--- config.mk ---
export PLATFORM = sky130hd
export DESIGN_NAME = enc8b10b_lanes
export DESIGN_NICKNAME = d
export VERILOG_FILES = /design/src/rtl/enc8b10b_lanes.sv
export SDC_FILE = /design/constraint.sdc
export NUM_CORES = 1
export LEC_CHECK = 0
export CORE_ASPECT_RATIO = 1.4
export CORE_MARGIN = 2
export CORE_UTILIZATION = 40
export DETAILED_ROUTE_END_ITERATION = 10
export PLACE_DENSITY_LB_ADDON = 0.08
export SYNTH_ARGS = -nofsm -noshare
export SYNTH_HDL_FRONTEND = slang
export SYNTH_SLANG_ARGS = --single-unit
export TNS_END_PERCENT = 30
--- constraint.sdc ---
create_clock -name clk -period 16.4 [get_ports clk]
set_input_delay 4.92 -clock clk [delete_from_list [all_inputs] [get_ports clk]]
set_output_delay 4.92 -clock clk [all_outputs]
set_load 0.05 [all_outputs]
--- src/rtl/enc8b10b_lanes.sv ---
// Multi-lane 8b/10b encoder (IEEE 802.3 cl.36) with running-disparity chaining across lanes
// and a registered valid/ready output stage feeding the PISO serialiser.
module enc8b10b_lanes #(
  parameter int LANES   = 2,
  parameter bit RD_INIT = 1'b0
) (
  input  logic                  clk,
  input  logic                  reset,
  input  logic                  in_valid,
  output logic                  in_ready,
  input  logic [8*LANES-1:0]    din,
  input  logic [LANES-1:0]      kin,
  output logic                  out_valid,
  input  logic                  out_ready,
  output logic [10*LANES-1:0]   dout,
  output logic [LANES-1:0]      code_err,
  output logic                  rd_out
);

  typedef struct packed {
    logic [9:0] code;  // bit 0 = a (first on the wire)
    logic       rd;    // running disparity after this character
    logic       err;   // illegal K byte replaced by K28.5
  } enc_t;

  // RD- column of the 5b/6b table, written abcdei with a as MSB.
  function automatic logic [5:0] code6(input logic [4:0] x);
    case (x)
      5'd0:  code6 = 6'b100111;  5'd1:  code6 = 6'b011101;
      5'd2:  code6 = 6'b101101;  5'd3:  code6 = 6'b110001;
      5'd4:  code6 = 6'b110101;  5'd5:  code6 = 6'b101001;
      5'd6:  code6 = 6'b011001;  5'd7:  code6 = 6'b111000;
      5'd8:  code6 = 6'b111001;  5'd9:  code6 = 6'b100101;
      5'd10: code6 = 6'b010101;  5'd11: code6 = 6'b110100;
      5'd12: code6 = 6'b001101;  5'd13: code6 = 6'b101100;
      5'd14: code6 = 6'b011100;  5'd15: code6 = 6'b010111;
      5'd16: code6 = 6'b011011;  5'd17: code6 = 6'b100011;
      5'd18: code6 = 6'b010011;  5'd19: code6 = 6'b110010;
      5'd20: code6 = 6'b001011;  5'd21: code6 = 6'b101010;
      5'd22: code6 = 6'b011010;  5'd23: code6 = 6'b111010;
      5'd24: code6 = 6'b110011;  5'd25: code6 = 6'b100110;
      5'd26: code6 = 6'b010110;  5'd27: code6 = 6'b110110;
      5'd28: code6 = 6'b001110;  5'd29: code6 = 6'b101110;
      5'd30: code6 = 6'b011110;  default: code6 = 6'b101011;
    endcase
  endfunction

  // 3b/4b tables indexed by the RD at the sub-block input (RD- column), fghj with f as MSB.
  function automatic logic [3:0] code4d(input logic [2:0] y);
    case (y)
      3'd0: code4d = 4'b1011;  3'd1: code4d = 4'b1001;
      3'd2: code4d = 4'b0101;  3'd3: code4d = 4'b1100;
      3'd4: code4d = 4'b1101;  3'd5: code4d = 4'b1010;
      3'd6: code4d = 4'b0110;  default: code4d = 4'b1110;
    endcase
  endfunction

  function automatic logic [3:0] code4k(input logic [2:0] y);
    case (y)
      3'd0: code4k = 4'b1011;  3'd1: code4k = 4'b0110;
      3'd2: code4k = 4'b1010;  3'd3: code4k = 4'b1100;
      3'd4: code4k = 4'b1101;  3'd5: code4k = 4'b0101;
      3'd6: code4k = 4'b1001;  default: code4k = 4'b0111;
    endcase
  endfunction

  function automatic enc_t enc_byte(input logic [7:0] b, input logic k, input logic rd_in);
    logic [4:0] x;
    logic [2:0] y;
    logic       legal_k, unbal6, rd6, a7, unbal4, inv4;
    logic [5:0] c6;
    logic [3:0] c4;
    logic [9:0] w;
    enc_t       r;
    x = b[4:0];
    y = b[7:5];
    legal_k = (x == 5'd28) ||
              (y == 3'd7 && (x == 5'd23 || x == 5'd27 || x == 5'd29 || x == 5'd30));
    r.err = k && !legal_k;
    if (r.err) begin
      x = 5'd28;
      y = 3'd5;
    end
    c6 = (k && x == 5'd28) ? 6'b001111 : code6(x);
    unbal6 = ($countones(c6) != 3);
    // D.07 is balanced yet still has distinct RD-/RD+ forms.
    if (rd_in && (unbal6 || c6 == 6'b111000)) c6 = ~c6;
    rd6 = rd_in ^ unbal6;
    a7 = (y == 3'd7) && (rd6 ? (x == 5'd11 || x == 5'd13 || x == 5'd14)
                             : (x == 5'd17 || x == 5'd18 || x == 5'd20));
    if (k)       c4 = code4k(y);
    else if (a7) c4 = 4'b0111;
    else         c4 = code4d(y);
    unbal4 = ($countones(c4) != 2);
    // Every K 4b code, and balanced D.x.3, flips column on RD+.
    inv4 = k || unbal4 || (c4 == 4'b1100);
    if (rd6 && inv4) c4 = ~c4;
    r.rd = rd6 ^ unbal4;
    w = {c6, c4};
    for (int j = 0; j < 10; j++) r.code[j] = w[9-j];
    return r;
  endfunction

  logic                rd_q;
  logic                rd_next;
  logic [10*LANES-1:0] enc_code;
  logic [LANES-1:0]    enc_err;
  logic                accept;

  // NOTE: every always_comb output gets a default first so no path can infer a latch.
  always_comb begin
    logic rd_c;
    enc_t e;
    enc_code = '0;
    enc_err  = '0;
    rd_c     = rd_q;
    for (int i = 0; i < LANES; i++) begin
      e = enc_byte(din[8*i +: 8], kin[i], rd_c);
      enc_code[10*i +: 10] = e.code;
      enc_err[i]           = e.err;
      rd_c                 = e.rd;
    end
    rd_next = rd_c;
  end

  assign in_ready = !reset && (!out_valid || out_ready);
  assign accept   = in_valid && in_ready;
  assign rd_out   = rd_q;

  // NOTE: sequential state uses non-blocking assignments so all registers update together.
  always_ff @(posedge clk) begin
    if (reset) begin
      out_valid <= 1'b0;
      dout      <= '0;
      code_err  <= '0;
      rd_q      <= RD_INIT;
    end else if (accept) begin
      out_valid <= 1'b1;
      dout      <= enc_code;
      code_err  <= enc_err;
      rd_q      <= rd_next;
    end else if (out_ready) begin
      out_valid <= 1'b0;
    end
  end

endmodule
==> parameters.txt, run 1 <==
Parameter                              Value

Drt
  Number of vias per cell after detailed routing ... 5.95
  Routed WL ... approximately 9600 um
  Final antenna-violating net count ... 0
  Violation count after the first detailed-route iteration ... 127
  Drt drc ... 0
  First drt pass iteration count ... 5
  Total number of vias ... 3430
  WL per Instance ... 16.6 um

Yosys
  Area share of the largest cell type after synthesis ... 14.4%
  Synth Area per Inst ... around 7.4 um^2
  Prevailing post-synth register cell ... sky130_fd_sc_hd__dfxtp_1
  Number of unique standard cell types used by synthesis ... 79
  Gate count of the mapped netlist ... 452
  Cell accounting for the most synthesized area ... sky130_fd_sc_hd__dfxtp_1
  Seq cells post-synth ... 24
  Most common cell in the synthesized netlist ... sky130_fd_sc_hd__nor2_1
  Number of flops mapped to enable cells by yosys ... 0
  Yosys synthesis warning count ... 0
  Async set-reset flop share out of synthesis ... 0%
  Syn nets ... just over 500
  Leading post-synthesis cells by instance count ... sky130_fd_sc_hd__nor2_1, sky130_fd_sc_hd__inv_1, sky130_fd_sc_hd__o21ai_0, sky130_fd_sc_hd__nand3_1, sky130_fd_sc_hd__a21oi_1
  Share of the yosys chip area belonging to registers ... 14.4%
  Cell types occupying the most area after synthesis ... sky130_fd_sc_hd__dfxtp_1, sky130_fd_sc_hd__ha_1, sky130_fd_sc_hd__fa_1, sky130_fd_sc_hd__o21ai_0, sky130_fd_sc_hd__nand3_1
  Mapped cell area ... 3340 um^2

Floorplan
  Die boundary height ... 112 um
  Die outline area ... 9120 um^2
  Starting density of the core ... 41.0%
  Die span in x ... between 80 and 90 um
  Core area ... 8150 um^2
  Row cnt ... 39
  Number of I/O pins ... 47

Timing
  Tightest slew margin relative to the limit ... 44.5%
  Setup Total Neg Slack ... 0 ns
  Period Utilization, post-route ... 94.3%
  Fin. max-slew vios ... 0
  Fmax achieved ... roughly 65 MHz
  Hold Violations, Final ... 0
  Clock Skews ... 0.00536 ns
  Final min period ... roughly 15 ns
  RSZ-0062 raised after global routing ... false
  Slew at the pin closest to its max-slew limit ... 0.829 ns
  Setup violation total in the final timing report ... 0

GRT
  Overall global routing resource usage ... 21.3%
  First-pass GRT wire length ... 15600 um
  Initial antenna violation count ... 0
  Pin count of the biggest net entering global routing ... 33
  Vias in the first global route ... 3263
  Sum of overflow across all layers after global routing ... 0

Pwr
  Power per cell area ... 113 nW/um^2
  Peak supply drop ... 52.6 uV
  Sw Pwr ... roughly 210 uW
  Leakage power figure ... 1.52 nW
  Switching share of power ... 47.3%
  Combinational power share ... 65.0%
  Int Power ... 235 uW
  Share of power burned in registers ... approximately a fifth
  Clock network power share ... 15.8%

Clocking
  Sinks on Clock Net ... 24
  CTS H-tree depth ... 1
  Clock tree from TritonCTS ... done
  Clk Latency, worst-skew pair ... 0.26 ns
  Library cell used as clock root buffer ... sky130_fd_sc_hd__clkbuf_16
  Clock transition at the register clock pins on the worst setup and hold paths after CTS ... 0.07 ns
  Number of CTS-inserted buffers ... 3
  Clock Tree Buf Depth ... 2
  Quantity of hold-fixing buffers added after cts ... 0

Setup path
  Worst Path Arrival ... 15.67 ns
  Largest fanout on the critical path ... 7
  Family with the most delay on the worst path ... adder cells
  Buf/Inv on CP ... 4
  Cell repeated most along the worst path ... sky130_fd_sc_hd__ha_1
  Endpoint required time on the critical path ... 16.61 ns
  Type of origin of the critical path ... input pin
  Endpoint class of the critical path ... flop
  Maximum cell stage delay along the critical path ... ~0.57 ns
  Crit path max-delay cell type ... sky130_fd_sc_hd__clkdlybuf4s50_1
  Crit Path Class ... input pin to flop

Cells and area
  Area occupied by multi-input gates ... 2610 um^2
  Ratio of cells with drive above 1 in the final layout ... 6.54%
  Final nets ... 529
  Flip-flop and latch area ... 480 um^2
  Inserted Diodes ... 0
  Final instance area ... 3940 um^2
  Layout Area Growth over Synthesis ... 17.7%
  Final core utilization ... 48.3%
  Fill cell instance count of the final layout ... roughly 830

Placed design
  Number of port buffers ... 46
  Cell area after placement ... 3820 um^2
  Routability cong. ... between 0.8 and 0.9
  Placed wire-length estimate after detailed placement ... 7500 um

Worst hold path
  Tightest Hold Check Type ... flop to flop

Status
  Run status ... completed

Flow run
  Number of violations of the max-capacitance limit ... 0
## path summary, 6_finish.rpt
| path | to | slack (ns) | from | cells after the start |
|---|---|---|---|---|
| min | dout[14] | 0.46 | dout[14] | 2 |
| max reg2reg | dout[19] | 10.27 | rd_out | 22 |
| max | dout[19] | 0.94 | din[1] | 40 |
| min reg2reg | dout[14] | 0.46 | dout[14] | 2 |
## metal layers
| layer | vias to the layer above | global-route usage, % | routed length [um] |
|---|---|---|---|
| met5 | - | 0 | 0 |
| met1 | 1613 | 23.8 | 3800 |
| met2 | 93 | 38.8 | 5080 |
| met4 | 0 | 9.72 | 312 |
| li1 | 1699 | - | - |
| met3 | 25 | 2.73 | 365 |
## layout make-up
type | instances | area share [%]
clock buffer | 3 | 1.91
clock inverter | 1 | 0.763
inverter | 32 | 3.05
multi-input combinational | 364 | 66.4
sequential | 24 | 12.2
tap | 102 | 3.24
timing repair buffer | 50 | 12.5
## what timing repair did
action | CTS | global route
endpoints found under the hold margin | 0 | 0
setup buffers | 0 | 0
gates resized for setup | 0 | 1
setup endpoints to repair | 0 | 1
## tightest hold or removal path: stages (launching register included)
cell                      delay (ns)
sky130_fd_sc_hd__dfxtp_1        0.31
sky130_fd_sc_hd__nand3_1        0.06
sky130_fd_sc_hd__o21ai_1        0.05
## state kept, by name, summed over array words and instances (netlist names)
signal	cells
dout	20
code_err	2
out_valid	1
rd_out	1
## placed cells by master (no fill, tap or decap), types with 4 or more instances in the layout
cell type                          n
sky130_fd_sc_hd__nand2b_1         10
sky130_fd_sc_hd__a211o_1           6
sky130_fd_sc_hd__nor2_1           37
sky130_fd_sc_hd__a211oi_1          6
sky130_fd_sc_hd__o21ai_0          31
sky130_fd_sc_hd__dfxtp_1          24
sky130_fd_sc_hd__o31ai_1           6
sky130_fd_sc_hd__buf_4             4
sky130_fd_sc_hd__clkdlybuf4s50_1  46
sky130_fd_sc_hd__and2_1            7
sky130_fd_sc_hd__or3_1             5
sky130_fd_sc_hd__a21oi_1          25
sky130_fd_sc_hd__nand2_1          23
sky130_fd_sc_hd__xnor2_1          10
sky130_fd_sc_hd__ha_1             24
sky130_fd_sc_hd__inv_1            31
sky130_fd_sc_hd__xor2_1            4
sky130_fd_sc_hd__nor2b_1          12
sky130_fd_sc_hd__fa_1              8
sky130_fd_sc_hd__and3_1            7
sky130_fd_sc_hd__o21ai_1           6
sky130_fd_sc_hd__a31oi_1          12
sky130_fd_sc_hd__nand3_1          29
sky130_fd_sc_hd__nor3_1            9
sky130_fd_sc_hd__or2_2             5
sky130_fd_sc_hd__nand4_1           4
## through the flow
| stage | power (mW) | worst slack, ns | hold slack (ns) | cells |
|---|---|---|---|---|
| 6_report | 0.447 | 0.940 | 0.461 | 576 |
| 3_5_place_dp | 0.380 | 0.477 | 0.458 | 572 |
| 5_1_grt | 0.480 | 0.0758 | 0.492 | 576 |
| 4_1_cts | 0.452 | 0.755 | 0.467 | 576 |
| 3_3_place_gp | 0.376 | 0.741 | 0.450 | 572 |
| 2_1_floorplan | 0.305 | 1.95 | 0.681 | 452 |
## cell families (layout without fill, tap and decap cells)
family | Yosys count | in the layout | synth area share [%]
XOR/XNOR | 17 | 17 | 5.35
adder cells (fa/ha/maj) | 32 | 32 | 13.8
AO/OA/AOI/OAI | 149 | 149 | 32.3
multiplexers | 4 | 4 | 1.24
buffers and inverters | 64 | 86 | 7.71
flip-flops | 24 | 24 | 14.4
AND/OR/NAND/NOR | 162 | 162 | 25.3
## power by group through the flow
stage	sequential, mW	clock, mW	combinational, mW
5_1_grt	0.0883	0.0749	0.317
4_1_cts	0.0861	0.0722	0.293
6_report	0.0856	0.0705	0.290
2_1_floorplan	0.146	0	0.158
3_5_place_dp	0.0874	0	0.293
3_3_place_gp	0.0868	0	0.289
Note: power is estimated with default switching activity, not from simulation.
==> run 2, diff against run 1 <==
Settings changed: CORE_UTILIZATION 40 to 51, MAX_ROUTING_LAYER from default to met4.
Clock period 16.4 ns to 13.1 ns, I/O delays scaled along.
==> run 2 against run 1 <==
Compared with the run above: clock power is 5.8% lower; wire length grew 8.6%; sequential power is 29% higher; die area fell by 21%; via count is 11% higher; core utilization increased by 23 points; flip-flop and latch count did not move; register-to-register slack worse by 2.9 ns; global-route usage increased by 7.0 points; setup slack lost 0.71 ns; highest routed layer unchanged.
==> parameters.txt, run 2 (synthesized netlist as in run 1, its figures left out) <==
Parameter                              Value

Drt
  Total number of vias ... 3798 (+11%)
  First drt pass iteration count ... 5 (unchanged)
  Drt drc ... 0 (unchanged)
  Violation count after the first detailed-route iteration ... 238 (+87%)
  WL per Instance ... 17.1 um (+3.2%)
  Number of vias per cell after detailed routing ... 6.27 (+5.2%)
  Final antenna-violating net count ... 0 (unchanged)
  Routed WL ... 10400 um (+8.6%)

Placed design
  DP Worst Slack ... -0.333 ns (-0.809 ns)
  Placed wire-length estimate after detailed placement ... 7780 um (+3.7%)
  Routability cong. ... 0.956 (+6.8%)
  Number of port buffers ... 46 (unchanged)
  Post-Place Cells ... 595 (+4.0%)
  Cell area after placement ... 4220 um^2 (+10%)

Clocking
  Clock Tree Buf Depth ... 2 (unchanged)
  Number of CTS-inserted buffers ... 3 (unchanged)
  Library cell used as clock root buffer ... sky130_fd_sc_hd__clkbuf_8
  Quantity of hold-fixing buffers added after cts ... 0 (unchanged)
  CTS H-tree depth ... 1 (unchanged)
  Clock transition at the register clock pins on the worst setup and hold paths after CTS ... 0.09 ns (+0.02 ns)
  Clock tree from TritonCTS ... done
  Clk Latency, worst-skew pair ... 0.27 ns (about the same)
  Sinks on Clock Net ... 24 (unchanged)

Cells and area
  Flip-flop count of the largest register, all copies and words added ... 20 (unchanged)
  Inserted Diodes ... 0 (unchanged)
  Register containing the most flip-flops in the final layout ... dout
  Layout Area Growth over Synthesis ... 34.5%
  Final instance area ... 4500 um^2 (+14%)
  Number of non-filler instances in the completed layout ... 606 (+5.2%)
  Final core utilization ... 71.4% (+23 points)
  Most common cell after layout, fill and taps aside ... sky130_fd_sc_hd__buf_4
  Biggest registers after layout ... dout x20, code_err x2
  Commonest cells after routing, fill and taps aside ... sky130_fd_sc_hd__buf_4, sky130_fd_sc_hd__clkdlybuf4s50_1, sky130_fd_sc_hd__nor2_1
  Final nets ... 589 (+11%)
  Ratio of cells with drive above 1 in the final layout ... 22.8% (+16 points)

Floorplan
  Number of I/O pins ... 47 (unchanged)
  Core area ... 6300 um^2 (-23%)
  Row cnt ... 34 (-13%)
  Die span in x ... 72.4 um (-11%)
  Starting density of the core ... 53.1% (+12 points)
  Die outline area ... 7230 um^2 (-21%)
  Die boundary height ... 99.8 um (-11%)

Timing
  Tightest slew margin relative to the limit ... 44.3% (-0.24 points)
  Final min period ... 12.87 ns
  Setup WS post-layout ... 0.226 ns (-0.714 ns)
  Setup Total Neg Slack ... 0 ns (unchanged)
  Setup violation total in the final timing report ... 0 (unchanged)
  Hold_ws ... 0.469 ns (+0.00862 ns)
  Fin. max-slew vios ... 0 (unchanged)
  Slew at the pin closest to its max-slew limit ... 0.833 ns (+0.00361 ns)
  Period Utilization, post-route ... 98.3%
  Clock Skews ... 0.00316 ns (-0.00220 ns)
  Hold Violations, Final ... 0 (unchanged)
  Fmax achieved ... roughly 80 MHz

Pwr
  Peak supply drop ... 89.6 uV (+70%)
  Sum of internal, switching and leakage power ... 617 uW (+38%)
  Power per cell area ... 137 nW/um^2 (+21%)
  Leakage power figure ... 1.87 nW (+23%)

Status
  Run status ... completed

GRT
  Vias in the first global route ... 3664 (+12%)
  Sum of overflow across all layers after global routing ... 0 (unchanged)
  Pin count of the biggest net entering global routing ... 42 (+27%)
  Initial antenna violation count ... 0 (unchanged)
  First-pass GRT wire length ... 16300 um (+4.3%)
  Overall global routing resource usage ... 28.3% (+7.0 points)

Flow run
  Number of violations of the max-capacitance limit ... 0 (unchanged)

Setup path
  Type of origin of the critical path ... input pin
  Largest fanout on the critical path ... 5 (-2)
  Cell repeated most along the worst path ... sky130_fd_sc_hd__fa_1
  Crit Path Class ... input pin to flop
  Crit path max-delay cell type ... sky130_fd_sc_hd__fa_1
  Maximum cell stage delay along the critical path ... 0.56 ns (about the same)
  Endpoint required time on the critical path ... 13.32 ns (-3.29 ns)
  Endpoint class of the critical path ... flop
  Worst R2R Setup Slack ... 7.39 ns (-2.88 ns)
  Worst Path Arrival ... 13.09 ns (-2.58 ns)

Worst hold path
  Tightest Hold Check Type ... flop to flop
## run 2: critical path, delay by kind of cell
kind	cells	cell delay, ns
compound gates	8	1.45
xor+xnor	2	0.46
fa+ha+maj	11	3.81
buf+inv	7	0.72
simple gates	15	2.70
## run 2: cell type report
type	count	area, um^2
Multi-Input combinational cell	364	2790
Fill cell	521	1800
Timing Repair Buffer	110	942
Sequential cell	24	480
Inverter	32	120
Tap cell	72	90.1
Clock buffer	3	41.3
Clock inverter	1	30.0
## run 2: worst paths after layout
kind                               from  endpoint  cells after the start
worst max-delay path             din[1]  dout[19]                     43
worst min-delay path            dout[6]   dout[6]                      2
worst max register to register   rd_out  dout[19]                     25
worst min register to register  dout[6]   dout[6]                      2
## run 2: power breakdown
group	internal [mW]	total [mW]	switching (mW)	leakage (nW)
logic	0.194	0.440	0.247	1.64
registers	0.0951	0.110	0.0148	0.199
clock network	0.0409	0.0664	0.0255	0.0357
## run 2: repair_timing
action,CTS,global route
pin swaps,1,22
buffers inserted,1,6
endpoints found under the setup margin,3,5
hold endpoints to repair,0,0
resized for setup,4,42
cloned,0,0
## run 2: per-layer routing
layer / global-route usage, % / vias to the layer above / wire length (um)
li1: - / 1819 / -
met2: 52.4 / 157 / 5640
met3: 2.31 / 46 / 408
met1: 29.0 / 1776 / 3840
met5: - / - / 0
met4: 15.1 / 0 / 486
